==> src/rtl/rv32_pkg.sv <==
// Shared RV32I definitions: opcodes, ALU operation codes, immediate formats
// and the decoded-bundle layout carried through the decode stage.
package rv32_pkg;

    localparam logic [6:0] OPC_OP     = 7'b0110011;
    localparam logic [6:0] OPC_OP_IMM = 7'b0010011;
    localparam logic [6:0] OPC_BRANCH = 7'b1100011;
    localparam logic [6:0] OPC_LOAD   = 7'b0000011;
    localparam logic [6:0] OPC_STORE  = 7'b0100011;
    localparam logic [6:0] OPC_JALR   = 7'b1100111;
    localparam logic [6:0] OPC_JAL    = 7'b1101111;
    localparam logic [6:0] OPC_AUIPC  = 7'b0010111;
    localparam logic [6:0] OPC_LUI    = 7'b0110111;

    localparam logic [6:0] F7_BASE = 7'b0000000;
    localparam logic [6:0] F7_ALT  = 7'b0100000;

    // ALU codes are {alt_bit, funct3}; branches reuse the alt_bit=1 space.
    localparam logic [3:0] ALU_ADD  = 4'b0000;
    localparam logic [3:0] ALU_SLL  = 4'b0001;
    localparam logic [3:0] ALU_SLT  = 4'b0010;
    localparam logic [3:0] ALU_SLTU = 4'b0011;
    localparam logic [3:0] ALU_XOR  = 4'b0100;
    localparam logic [3:0] ALU_SRL  = 4'b0101;
    localparam logic [3:0] ALU_OR   = 4'b0110;
    localparam logic [3:0] ALU_AND  = 4'b0111;
    localparam logic [3:0] ALU_SUB  = 4'b1000;
    localparam logic [3:0] ALU_SRA  = 4'b1101;

    typedef enum logic [2:0] {
        IMM_R,
        IMM_I,
        IMM_S,
        IMM_B,
        IMM_U,
        IMM_J
    } imm_fmt_e;

    typedef struct packed {
        logic [6:0]  opcode;
        logic [3:0]  alu_ctrl;
        logic [31:0] imm;
        logic [4:0]  rs1;
        logic [4:0]  rs2;
        logic [4:0]  rd;
        logic [2:0]  funct3;
        logic        illegal;
    } decoded_t;

    function automatic logic [31:0] imm_gen(input logic [31:0] i, input imm_fmt_e fmt);
        logic [31:0] v;
        v = '0;
        case (fmt)
            IMM_I:   v = {{20{i[31]}}, i[31:20]};
            IMM_S:   v = {{20{i[31]}}, i[31:25], i[11:7]};
            IMM_B:   v = {{19{i[31]}}, i[31], i[7], i[30:25], i[11:8], 1'b0};
            IMM_U:   v = {i[31:12], 12'b0};
            IMM_J:   v = {{11{i[31]}}, i[31], i[19:12], i[20], i[30:21], 1'b0};
            default: v = '0;
        endcase
        return v;
    endfunction

endpackage

==> src/rtl/rv32_decode_comb.sv <==
// Purely combinational RV32I decoder producing one decoded bundle per word.
module rv32_decode_comb
    import rv32_pkg::*;
(
    input  logic [31:0] instr,
    output decoded_t    bundle
);

    logic [6:0] opcode;
    logic [6:0] funct7;
    logic [2:0] funct3;
    imm_fmt_e   fmt;
    logic       illegal;
    logic [3:0] alu_ctrl;

    assign opcode = instr[6:0];
    assign funct7 = instr[31:25];
    assign funct3 = instr[14:12];

    always_comb begin
        // NOTE: every output of this block gets a default first so no path leaves it unassigned (no latch).
        fmt      = IMM_R;
        illegal  = 1'b0;
        alu_ctrl = ALU_ADD;
        case (opcode)
            OPC_OP: begin
                alu_ctrl = {instr[30], funct3};
                illegal  = !((funct7 == F7_BASE) ||
                             (funct7 == F7_ALT && (funct3 == 3'b000 || funct3 == 3'b101)));
            end
            OPC_OP_IMM: begin
                fmt = IMM_I;
                // Only the shift-right encoding uses instr[30] as an opcode bit; elsewhere it is immediate data.
                case (funct3)
                    3'b001: begin
                        alu_ctrl = {1'b0, funct3};
                        illegal  = (funct7 != F7_BASE);
                    end
                    3'b101: begin
                        alu_ctrl = {instr[30], funct3};
                        illegal  = (funct7 != F7_BASE) && (funct7 != F7_ALT);
                    end
                    default: alu_ctrl = {1'b0, funct3};
                endcase
            end
            OPC_BRANCH: begin
                fmt      = IMM_B;
                alu_ctrl = {1'b1, funct3};
                illegal  = (funct3[2:1] == 2'b01);
            end
            OPC_LOAD, OPC_JALR: fmt = IMM_I;
            OPC_STORE:          fmt = IMM_S;
            OPC_JAL:            fmt = IMM_J;
            OPC_AUIPC, OPC_LUI: fmt = IMM_U;
            default:            illegal = 1'b1;
        endcase
        if (illegal) begin
            alu_ctrl = ALU_ADD;
        end
    end

    assign bundle = '{
        opcode:   opcode,
        alu_ctrl: alu_ctrl,
        imm:      imm_gen(instr, fmt),
        rs1:      instr[19:15],
        rs2:      instr[24:20],
        rd:       instr[11:7],
        funct3:   funct3,
        illegal:  illegal
    };

endmodule

==> src/rtl/instr_decode_stage.sv <==
// Decode stage: decodes on the input side and holds up to two decoded bundles
// in a skid buffer so in_ready never depends combinationally on out_ready.
module instr_decode_stage
    import rv32_pkg::*;
(
    input  logic        clk,
    input  logic        rst_n,
    input  logic        flush,
    input  logic        in_valid,
    output logic        in_ready,
    input  logic [31:0] instr,
    output logic        out_valid,
    input  logic        out_ready,
    output logic [6:0]  opcode_reg,
    output logic [3:0]  ALUControl_reg,
    output logic [31:0] imm,
    output logic [4:0]  rs1,
    output logic [4:0]  rs2,
    output logic [4:0]  rd,
    output logic [2:0]  funct3,
    output logic        illegal
);

    typedef enum logic [1:0] {
        EMPTY,
        ONE,
        FULL
    } buf_state_e;

    buf_state_e state;
    buf_state_e state_nxt;
    decoded_t   dec;
    decoded_t   head;
    decoded_t   tail;
    logic       xfer_in;
    logic       xfer_out;

    rv32_decode_comb u_decode (
        .instr  (instr),
        .bundle (dec)
    );

    assign xfer_in  = in_valid && in_ready;
    assign xfer_out = out_valid && out_ready;

    always_comb begin
        state_nxt = state;
        if (flush) begin
            state_nxt = EMPTY;
        end else begin
            case (state)
                EMPTY: if (xfer_in) state_nxt = ONE;
                ONE: begin
                    if (xfer_in && !xfer_out)      state_nxt = FULL;
                    else if (!xfer_in && xfer_out) state_nxt = EMPTY;
                end
                FULL:    if (xfer_out) state_nxt = ONE;
                default: state_nxt = EMPTY;
            endcase
        end
    end

    always_ff @(posedge clk or negedge rst_n) begin
        if (!rst_n) begin
            // NOTE: both entries are cleared asynchronously so no stale bundle is visible during or after reset.
            state    <= EMPTY;
            in_ready <= 1'b0;
            head     <= '0;
            tail     <= '0;
        end else begin
            // NOTE: non-blocking assignments so head/tail swaps see the pre-edge values.
            state    <= state_nxt;
            in_ready <= (state_nxt != FULL);
            if (!flush) begin
                case (state)
                    EMPTY: if (xfer_in) head <= dec;
                    ONE: begin
                        if (xfer_in && xfer_out) head <= dec;
                        else if (xfer_in)        tail <= dec;
                    end
                    FULL:    if (xfer_out) head <= tail;
                    default: ;
                endcase
            end
        end
    end

    assign out_valid      = (state != EMPTY);
    assign opcode_reg     = head.opcode;
    assign ALUControl_reg = head.alu_ctrl;
    assign imm            = head.imm;
    assign rs1            = head.rs1;
    assign rs2            = head.rs2;
    assign rd             = head.rd;
    assign funct3         = head.funct3;
    assign illegal        = head.illegal;

endmodule

==> config.mk <==
export PLATFORM = sky130hd
export DESIGN_NAME = instr_decode_stage
export DESIGN_NICKNAME = d
export VERILOG_FILES = /design/src/rtl/rv32_pkg.sv /design/src/rtl/rv32_decode_comb.sv /design/src/rtl/instr_decode_stage.sv
export SDC_FILE = /design/constraint.sdc
export NUM_CORES = 1
export LEC_CHECK = 0
export BUFFER_PORTS_ARGS = -buffer_cell sky130_fd_sc_hd__buf_2
export CORE_MARGIN = 3
export CORE_UTILIZATION = 60
export DETAILED_ROUTE_END_ITERATION = 12
export PLACE_DENSITY = 0.85
export SKIP_LAST_GASP = 1
export SLEW_MARGIN = 15
export SYNTH_ARGS = -nofsm -noshare
export SYNTH_HDL_FRONTEND = slang
export SYNTH_SLANG_ARGS = --single-unit
==> constraint.sdc <==
create_clock -name clk -period 2.87 [get_ports clk]
set_input_delay 0.287 -clock clk [delete_from_list [all_inputs] [get_ports clk]]
set_output_delay 0.287 -clock clk [all_outputs]
set_load 0.02 [all_outputs]
# Yosys cells after proc, flatten, opt, wreduce, memory -nomap -nowiden
# Cells that the tools add are included.
op_classes:
  addsub: 0
  n_mul: 0
  n_div: 0
  magnitude_cmp: 0
  eq_ne: 25
  n_shift: 0
  mux: 17
  bitwise: 2
  reduce_logical: 23
ops:
  columns: ["cell", "count"]
  rows:
  - ["$mux 62", 3]
  - ["$pmux 62 s3", 1]
  - ["$pmux 32 s5", 1]
  - ["$eq 7x6->1 const B", 4]
  - ["$eq 7x7->1 const B", 3]
  - ["$pmux 3 s5", 1]
  - ["$eq 7x5->1 const B", 2]
  - ["$pmux 4 s3", 1]
  - ["$mux 2", 5]
  - ["$eq 3x3->1 const B", 3]
  - ["$mux 4", 2]
  - ["$ne 2x2->1 const B", 4]
  - ["$eq 7x2->1 const B", 1]
  - ["$logic_and 1x1->1", 7]
  - ["$logic_not 7->1", 1]
  - ["$ne 7x6->1 const B", 1]
  - ["$reduce_bool 7->1", 1]
  - ["$eq 3x1->1 const B", 2]
  - ["$eq 3x2->1 const B", 2]
  - ["$pmux 2 s3", 1]
  - ["$reduce_or 6->1", 1]
  - ["$reduce_and 5->1", 1]
  - ["$eq 2x1->1 const B", 2]
  - ["$pmux 1 s4", 1]
  - ["12 further kinds", 16]
word_totals:
  register_bits: 127
  latchBits: 0
  ram_bits: 0
  rom_bits: 0
  inputBits: 37
  output_inout_bits: 64
  elab_cells: 85
  memories: 0

# Logic depth before layout (Yosys ltp)
# Gate-level depths: netlist (run 1).
depth:
  ltp_word: 9
  mapped_depth: 8
  mapped_depth_nobuf: 5

# Cells and area by module
# From an unflattened synthesis (run 1), not the netlist that was laid out.
unflattened:
  hier_cells: 551
  area_unflattened_um2: 6526.3
by_module_without_submodules:
  columns: ["mod", "n_inst", "cells_per_inst", "area_each_um2", "seq_area_each_um2"]
  rows:
  - ["instr_decode_stage", 1, 417, 5599.1, 3178.0]
  - ["rv32_decode_comb", 1, 134, 927.1, 0.0]

# Least setup slack after synthesis (run 1)
# No wires, ideal clock.
synth_path:
  path_type: "reg2reg"
  startpoint: "register in_ready"
  endpoint: "register head, in the netlist imm[10]"
  setup_time_ns: 0.077
  t_arrival_ns: 1.570
  slack_ns: 1.223
  path_stages_with_launch: 9
  path_buffers: 3
  synth_period_minus_slack_ns: 1.647
  cell_sequence: "dfrtp_1 nand2_1 nor3_1 o21ba_1 buf_2 buf_6 buf_2 nor2_1 a21oi_1"
synth_between:
  elab_chain_len: 4
  word_cells_on_any_way: 5
  classes_between: "eq/ne (2); reduce/logical (3)"
synth_lines:
  columns: ["element", "line_no", "rtl"]
  rows:
  - ["from (decl)", "instr_decode_stage.sv:10", "output logic in_ready,"]
  - ["from (signal assigned)", "instr_decode_stage.sv:73", "in_ready <= (state_nxt != FULL);"]
  - ["$logic_and 1x1->1 (*)", "instr_decode_stage.sv:43", "assign xfer_in = in_valid && in_ready;"]
  - ["$logic_and 1x1->1", "instr_decode_stage.sv:78", "if (xfer_in && xfer_out) head <= dec;"]
  - ["$ne 2x2->1 (no line)", null, null]
  - ["$reduce_and 5->1 (no line) (*)", null, null]
  - ["to (signal assigned)", "instr_decode_stage.sv:81", "FULL: if (xfer_out) head <= tail;"]
  - ["to (decl)", "instr_decode_stage.sv:33", "decoded_t head;"]
# Mark *: on every way between the ends. The rest lies on a longest branch, timed or not.
# A chain may end at the register's enable or synchronous reset.

# Final worst setup path (run 1)
layout_path:
  startpoint: "register state[1]"
  endpoint: "register head, in the netlist imm[23]"
layout_between:
  elab_chain_len: 5
  word_cells_on_any_way: 12
  classes_between: "eq/ne (5); mux (1); reduce/logical (6)"
layout_lines:
  columns: ["element", "line_no", "rtl"]
  rows:
  - ["from (decl)", "instr_decode_stage.sv:30", "buf_state_e state;"]
  - ["from (signal assigned)", "instr_decode_stage.sv:72", "state <= state_nxt;"]
  - ["$reduce_bool 2->1", "instr_decode_stage.sv:88", "assign out_valid = (state != EMPTY);"]
  - ["$logic_and 1x1->1", "instr_decode_stage.sv:44", "assign xfer_out = out_valid && out_ready;"]
  - ["$logic_and 1x1->1", "instr_decode_stage.sv:78", null]
  - ["$ne 2x2->1 (no line)", null, null]
  - ["$reduce_and 5->1 (no line)", null, null]
# Several ways; a longest one is shown, not always the timed one.

==> results of run 1 <==
cell families (layout without fill, tap and decap cells):
group,count (synthesis),in the layout,synth area share
and+or+nand+nor,328,328,0.242
AOI/OAI and AO/OA,133,133,0.150
DFF,127,127,0.550
buffers and inverters,54,157,0.0431
muxes,7,7,0.0132
xor gates and xnor gates,1,1,0.00152
synthesized netlist by cell type, drive strengths merged, types with 2 or more instances:
library cell	n
a211o	2
a211oi	23
a21o	2
a21oi	39
a22oi	5
a31o	3
a31oi	27
a32o	2
a32oi	2
and3b	3
buf	23
clkbuf	24
dfrtp	127
inv	7
mux2	2
mux2i	5
nand2	176
nand2b	4
nand3	16
nand4b	2
nor2	87
nor2b	5
nor3	24
o211ai	4
o21ai	13
o31ai	2
routing by layer:
metal  global-route usage  vias to the layer above
met5                    0                        -
met4                0.162                        0
met3               0.0546                       53
met2                0.479                      273
met1                0.394                     2610
li1                     -                     2404
area by class of cell:
class | instances | share of cell area
Clock buffer | 23 | 0.0670
Clock inverter | 9 | 0.0318
Inverter | 7 | 0.00369
Multi-Input combinational cell | 469 | 0.334
Sequential cell | 127 | 0.447
Tap cell | 129 | 0.0227
Timing Repair Buffer | 118 | 0.0943
metrics by stage:
stage                     hold slack [ns]  cells   util
after global routing               0.0207    882  0.766
after floorplan                  -0.00859    650      -
after detailed placement            0.463    842  0.681
after CTS                         0.00331    882  0.765
after global placement              0.457    842  0.681
final                              0.0214    882  0.766
worst paths after layout:
path | startpoint | to | slack [ns]
max reg2reg | state[1] | imm[23] | 0.48
min in group asynchronous | rst_n | rs2[0] | 0.44
min | instr[17] | tail[16] | 0.02
max | state[1] | imm[23] | 0.48
min reg2reg | tail[6] | tail[6] | 0.47
max in group asynchronous | rst_n | tail[45] | 1.61
critical path, delay by kind of cell, from the launching register on:
kind / cells / cell delay [ns]
compound gates: 2 / 1.03
flops: 1 / 0.49
simple gates: 2 / 0.69
where the power goes:
group	switching [W]	leakage [nW]	internal, W	total [W]
sequential	0.000199	1.56	0.00213	0.00233
combinational	0.000621	1.43	0.000343	0.000964
clock	0.000774	0.339	0.00177	0.00254
total	0.00159	3.33	0.00424	0.00584
==> results.txt, run 1 <==
The flow ran to the end, and the final reports show no timing, DRC or antenna violations. Along the worst path, the maximum fanout reaches 11. The growth of design area from synthesis to finish is 23.0%. The min-delay analysis places its worst path in the category input port to flip-flop. The average via count per standard cell works out to 6.05.

For the worst setup path, the data required time is 3.22 ns. TritonCTS built the clock tree. After layout, the worst setup slack is 0.483 ns.

The post-route fraction of the period consumed by the critical path is 0.832, and the global-route wire length before repair is 26.0 mm. Setup repair after global routing left no endpoint under its margin. Leading area contributor after synthesis: dfrtp_1.

The run gives 0.623 as the starting utilization of the core area. The top cell types in the final layout, fill and taps aside, are 175 x nand2_1, 127 x dfrtp_1, 99 x buf_2. By area the synthesized netlist is led by dfrtp_1 55%, nand2_1 11%, nor2_1 5.6%. Worst IR drop on VDD: 0.509 mV. Leaving out fill and tap cells, the most frequent cell in the layout is nand2_1.

In this run the vertical extent of the chip is 104 um. For this run, the leading register cell type out of synthesis is dfrtp_1. For the worst slew margin relative to its limit, the log shows 0.372.

The number of setup buffers added after CTS is 0. The final antenna-violating net count is 0, and the number of sinks driven by the clock tree is 127. The number of hold-repair buffers added at the cts stage was 8.

The run gives 0 as the final antenna diode count. The number of max-slew violations in the final report is 0. The worst setup path is captured at a flip-flop. In this run the tool buffered the top-level ports with 100 buffer cells. The number of cells on the worst hold path is 3.

For this block, the initial DRC count from the detailed router was 468. In the detailed route, the total length drawn on met3 is 1.22 mm. The routed design has 15.9 mm of wire.

Data on the critical path arrives at its endpoint at 2.74 ns. The total CTS buffers was 17. For the pin with the worst max-slew slack, the measured transition is 0.942 ns.

The run gives 0 as the DRC violation count after routing. The cell leakage power came out at 3.33 nW. The number of flip-flops in the largest register was 62; the maximum number of pins on one net before global-route repair was 73. At the end of routability-driven placement, the weighted congestion stood at 0.914.

The logs give 35 for the placement row count and 5239 for the number of global-route vias before repair. The sequential element share of the synthesized area is 0.550, and the share of async-settable or async-resettable flops after synthesis is 1.00. Setup violations remaining at the end of the flow were counted as 0.

The region available for standard cell placement spans 0.00928 mm2. The master of the slowest instance on the critical path is a21oi_1. The worst setup path is of the flip-flop to flip-flop kind. Yosys printed 0 warnings. After synthesis the cells add up to 0.00578 mm2. The run gives 7.72 mm as the total met2 wirelength after detailed routing. Once placement finished, the instance area stood at 0.00632 mm2. The root cell of the clock tree was clkbuf_8. The share of the synthesized area in the top cell type is 0.550, and the clock latency at the later pin of the worst-skew pair is 0.52 ns. The mean cell area of the mapped netlist was 8.89 um2; the layout filler cell count was 638. The logs give 9.98 mm for the HPWL after detailed placement and 0.612 ns for the minimum setup slack after placement. The tool flagged a number of max-cap violations equal to 0.

Counting I/O delays and the setup requirement, the final critical path takes 2.39 ns. In this run the power density over the cells is 821 mW/mm2. The initial antenna violation count is 0, and the die area is 0.0108 mm2.

The total power of the final layout is 0.00584 W. The quantity of gates resized following cts is 0. The clock passes through at most 2 buffers. The net count of the mapped netlist is 687, and the number of standard cells after synthesis is 650.

The timing-limited maximum frequency was 419 MHz; the number of enable-type register cells in the synthesized netlist was 0. The tools report the area of combinational cells with multiple inputs as 0.00237 mm2. The overall global routing resource usage is 0.301, and the clock-pin slew reported for the worst setup and hold paths after clock tree synthesis is 0.06 ns. The launching element type of the critical path is a flip-flop. The number of distinct standard cells referenced by the synthesized netlist came out at 53. The critical path goes through nor3_1 -> nand2b_1 -> a21oi_1 -> a211oi_1. Largest stage delay on the critical path: 0.81 ns.

Summed over all failing endpoints, the final setup total negative slack is 0 ns. The fraction of layout cells with a size suffix above 1 was 0.207; the die extent in x was 104 um. The post-synthesis sequential element count was 127. The area of all placed cells without fillers was 0.00711 mm2; the length in cells of the worst reg-to-reg path was 4. Registers take 0.00318 mm2.

The first detailed-routing pass took 5 iterations. The count of endpoints failing hold in the final timing report was 0; the number of nets in the layout was 777. Detailed routing inserted a total of 5340 vias. The tools report the H-tree depth reported by CTS as 4. In this run the top signal layer used is met4. Summed over all layers, the global routing overflow is 0. After detailed routing, the average wire length per cell comes to 18.0 um. The logs give 0.00531 ns for the clock skew after layout and 6.38 mm for the met1 wire length.

The tools report the number of top-level pins as 101.
Note: power is estimated with default switching activity, not from simulation.
==> run 2, diff against run 1 <==
- ABC_AREA: not set -> 1
- CORE_UTILIZATION: 60 -> 51
- PLACE_DENSITY: 0.85 -> 0.76
- clock period: 2.87 -> 2.03 ns (I/O delays scaled with it)
==> run 2 against run 1 <==
Net effect: clock power rose by 17%; power rose by 29%; non-clock buffer count fell by 4; routed wire length rose by 0.51%; global-route usage fell by 4.9 points; register-to-register slack got worse by 0.24 ns; combinational power rose by 31%; design area rose by 3.5%; critical endpoint is now tail[13].
==> results.txt, run 2 <==
The minimum setup slack after placement was 0.211 ns (was 0.612 ns); the total CTS buffers was 17 (unchanged). The number of sinks driven by the clock tree was 127 (unchanged); the growth of design area from synthesis to finish was 20.0% (was 23.0%). The average routed wire per standard cell is 15.1 um (was 18.0 um), and the clock latency at the later pin of the worst-skew pair is 0.42 ns (was 0.52 ns). The final weighted congestion in routability-driven placement is 0.930 (was 0.914). The slew at the pin closest to its max-slew limit was 0.711 ns (was 0.942 ns); the number of max-slew violations in the final report was 0 (unchanged).

The sum of overflow across all layers after global routing is 0 (unchanged), and the number of cells on the worst hold path is 3 (unchanged). The cell count along the critical path is 6 (was 4), and the parity-gate share of the synthesized area counting xor and xnor cells is 0 (was 0.00152). Path type of the worst min-delay path: input port to flip-flop (unchanged).

The post-synthesis sequential element count was 127 (unchanged); the standard cell area after detailed placement was 0.00676 mm2 (was 0.00632 mm2). The main combinational cell family by area after synthesis was simple AND/OR/NAND/NOR gates (unchanged). The power per cell area works out to 1020 mW/mm2 (was 821 mW/mm2). The final routed wirelength across all metal layers was 16.0 mm (was 15.9 mm). For the overall global routing resource usage, the log shows 0.252 (was 0.301).

The fraction of layout cells with a size suffix above 1 works out to 0.170 (was 0.207). The launching element type of the critical path is a flip-flop (unchanged). Minimum period implied by the final worst setup slack: 1.79 ns (was 2.39 ns).

The number of global-route vias before repair is 5305 (was 5239). Critical path, cell by cell: nor2_1 -> nor2_1 -> nor3_4 -> inv_2 -> nand2_1 -> o21ai_1 (was nor3_1 -> nand2b_1 -> a21oi_1 -> a211oi_1). The most common cell in the synthesized netlist was nand2_1 (unchanged). The die area was 0.0134 mm2 (was 0.0108 mm2); the count of endpoints failing hold in the final timing report was 0 (unchanged).

The cell seen most often among critical-path stages is nor2_1. The leading area contributor after synthesis is dfrtp_1 (unchanged). The most frequent standard cell in the layout excluding fill and tap cells is nand2_1 (unchanged). The number of standard cells after synthesis is 813 (was 650). The largest stage delay on the critical path came out at 0.42 ns (was 0.81 ns). The H-tree depth reported by CTS is 4 (unchanged), and the number of buffers inserted by port buffering is 100 (unchanged). The run gives 0 (unchanged) as the final count of negative-setup-slack endpoints.

The run gives 0 (unchanged) as the final antenna diode count. The area fraction in and, or, nand and nor cells after synthesis came out at 0.301 (was 0.242). The final critical-path setup slack came out at 0.240 ns (was 0.483 ns). The post-route fraction of the period consumed by the critical path works out to 0.882 (was 0.832).

The run gives 3.94 nW (was 3.33 nW) as the cell leakage power. The logs give 0.00318 mm2 (unchanged) for the footprint of the flip-flops and latches and 1024 (was 842) for the cell count after placement. The y dimension of the die was 116 um (was 104 um).

Commonest cells after routing, fill and taps aside: 280 x nand2_1, 127 x dfrtp_1, 115 x nor2_1 (was 175 x nand2_1, 127 x dfrtp_1, 99 x buf_2). The logs give 10.5 mm (was 9.98 mm) for the HPWL after detailed placement and 0.00613 mm2 (was 0.00578 mm2) for the cell area after synthesis. Fraction of the mapped netlist area in compound gates: 0.118 (was 0.150).

The number of top-level pins was 101 (unchanged); the number of flip-flops in the largest register was 62 (unchanged). The iteration count of the initial detailed-routing pass was 6 (was 5). The area of combinational cells with multiple inputs was 0.00258 mm2 (was 0.00237 mm2).

For the post-route non-filler standard cell count, the log shows 1058 (was 882). The worst endpoint required time is 2.29 ns (was 3.22 ns). Type of the worst setup path: flip-flop to flip-flop (unchanged). The worst IR drop on VDD is 0.558 mV (was 0.509 mV), and the DRC violation count after routing is 0 (unchanged).

The number of enable-type register cells in the synthesized netlist is 0 (unchanged). The run gives 0.530 (was 0.623) as the starting utilization of the core area. The kind of end point of the critical path was a flip-flop (unchanged). The fraction of synthesized area in multiplexers came out at 0 (was 0.0132).

Layer with the highest usage after global routing: met2 (unchanged). The root cell of the clock tree was clkbuf_16 (was clkbuf_8). The share of the synthesized area in the top cell type was 0.518 (was 0.550); the count of yosys warnings during synthesis was 0 (unchanged). For the final antenna-violating net count, the log shows 0 (unchanged).

Setup repair after global routing left no endpoint under its margin. For the area of the core, the log shows 0.0116 mm2 (was 0.00928 mm2). For the timing-limited maximum frequency, the log shows 559 MHz (was 419 MHz).

The critical path's top delay family is simple AND/OR/NAND/NOR gates (was compound AO/OA/AOI/OAI gates). The highest fanout seen on the critical path is 43 (was 11), and the global-route wire length before repair is 26.2 mm (was 26.0 mm). The critical path buffer and inverter count came out at 1 (was 0). The tools report the initial antenna violation count as 0 (unchanged). Leading cell types by total area after synthesis: dfrtp_1 52%, nand2_1 17%, nor2_1 7.0% (was dfrtp_1 55%, nand2_1 11%, nor2_1 5.6%). For the number of distinct standard cells referenced by the synthesized netlist, the log shows 21 (was 53).

Length in cells of the worst reg-to-reg path: 6 (was 4). The logs give 0 (unchanged) for the count of buffers added by post-CTS timing repair for setup and 0.383 (was 0.479) for the global-route track usage on met2. The via count was 5696 (was 5340).

The run gives 850 (was 687) as the net count of the mapped netlist. Number of buffers between clock root and the deepest sink: 2 (unchanged). The layout filler cell count is 1041 (was 638), and the mean cell area of the mapped netlist is 7.54 um2 (was 8.89 um2).

The dominant synthesized flop cell was dfrtp_1 (unchanged). The logs give 0.518 (was 0.550) for the sequential element share of the synthesized area and 0 (unchanged) for the quantity of gates resized following cts. Top cells by instance count after synthesis: 281 x nand2_1, 127 x dfrtp_1, 115 x nor2_1 (was 176 x nand2_1, 127 x dfrtp_1, 87 x nor2_1). The number of hold-repair buffers added at the cts stage came out at 2 (was 8). The area of all placed cells without fillers was 0.00736 mm2 (was 0.00711 mm2); the placement row count was 39 (was 35).

The post-synthesis share of cell area spent on full adders, half adders and majority gates is 0 (unchanged). The maximum number of pins on one net before global-route repair is 128 (was 73), and the share of async-settable or async-resettable flops after synthesis is 1.00 (unchanged). TritonCTS built the clock tree. For the number of nets in the layout, the log shows 939 (was 777). The initial detailed-routing violation count was 560 (was 468); the worst path arrival time was 2.06 ns (was 2.74 ns). The clock-pin slew reported for the worst setup and hold paths after clock tree synthesis is 0.05 ns (was 0.06 ns), and the clock skew after layout is 0.00628 ns (was 0.00531 ns).

The flow ran to the end, and the final reports show no timing, DRC or antenna violations. Average via count per standard cell: 5.38 (was 6.05). The die extent in x is 116 um (was 104 um), and the count of maximum capacitance violations is 0 (unchanged).

The total negative slack for setup checks is 0 ns (unchanged), and the routing usage on met3 is 0.0705 (was 0.0546). The tools report the worst slew margin relative to its limit as 0.525 (was 0.372). The master of the slowest instance on the critical path was dfrtp_1 (was a21oi_1). The met1 demand-to-capacity share in global routing was 0.344 (was 0.394).
[run 2: cell type report]
cell class / count / area share
clock inverters: 6 / 0.0109
well taps: 143 / 0.0243
flip-flops and latches: 127 / 0.432
inverters: 49 / 0.0250
clock buffers: 26 / 0.0678
multi-input cells: 593 / 0.350
repair buffers: 114 / 0.0901
[run 2: cells by family after synthesis]
family,count (synthesis)
buffers and inverters,93
AO/OA/AOI/OAI,133
flip-flops,127
AND/OR/NAND/NOR,460
[run 2: final timing paths]
path / startpoint / slack, ns / to
hold / removal: instr[19] / 0.02 / tail[18]
setup / recovery: state[0] / 0.24 / tail[13]
max in group asynchronous: rst_n / 1.07 / opcode_reg[0]
hold reg to reg: imm[19] / 0.47 / imm[19]
min in group asynchronous: rst_n / 0.41 / tail[4]
setup reg to reg: state[0] / 0.24 / tail[13]
[run 2: tightest hold or removal path: stages]
cell and delay (ns):
buf_2 0.10, nand2_1 0.05, nand2_1 0.05
[run 2: through the flow]
step           hold slack (ns)  power (W)  utilization
6_report                0.0235    0.00751        0.636
5_1_grt                 0.0261    0.00788        0.636
4_1_cts                0.00952    0.00756        0.636
3_5_place_dp             0.371    0.00456        0.585
3_3_place_gp             0.370    0.00450        0.585
2_1_floorplan          -0.0926    0.00407            -
[run 2: report_power, final]
part           switching, W  internal (W)
clock network       0.00105       0.00193
registers          0.000257       0.00302
logic              0.000813      0.000446
[run 2: routing by layer]
metal	wire length (um)	vias to the layer above
met5	0	-
met4	309	0
met3	932	25
met2	7550	192
met1	7210	2678
li1	-	2801
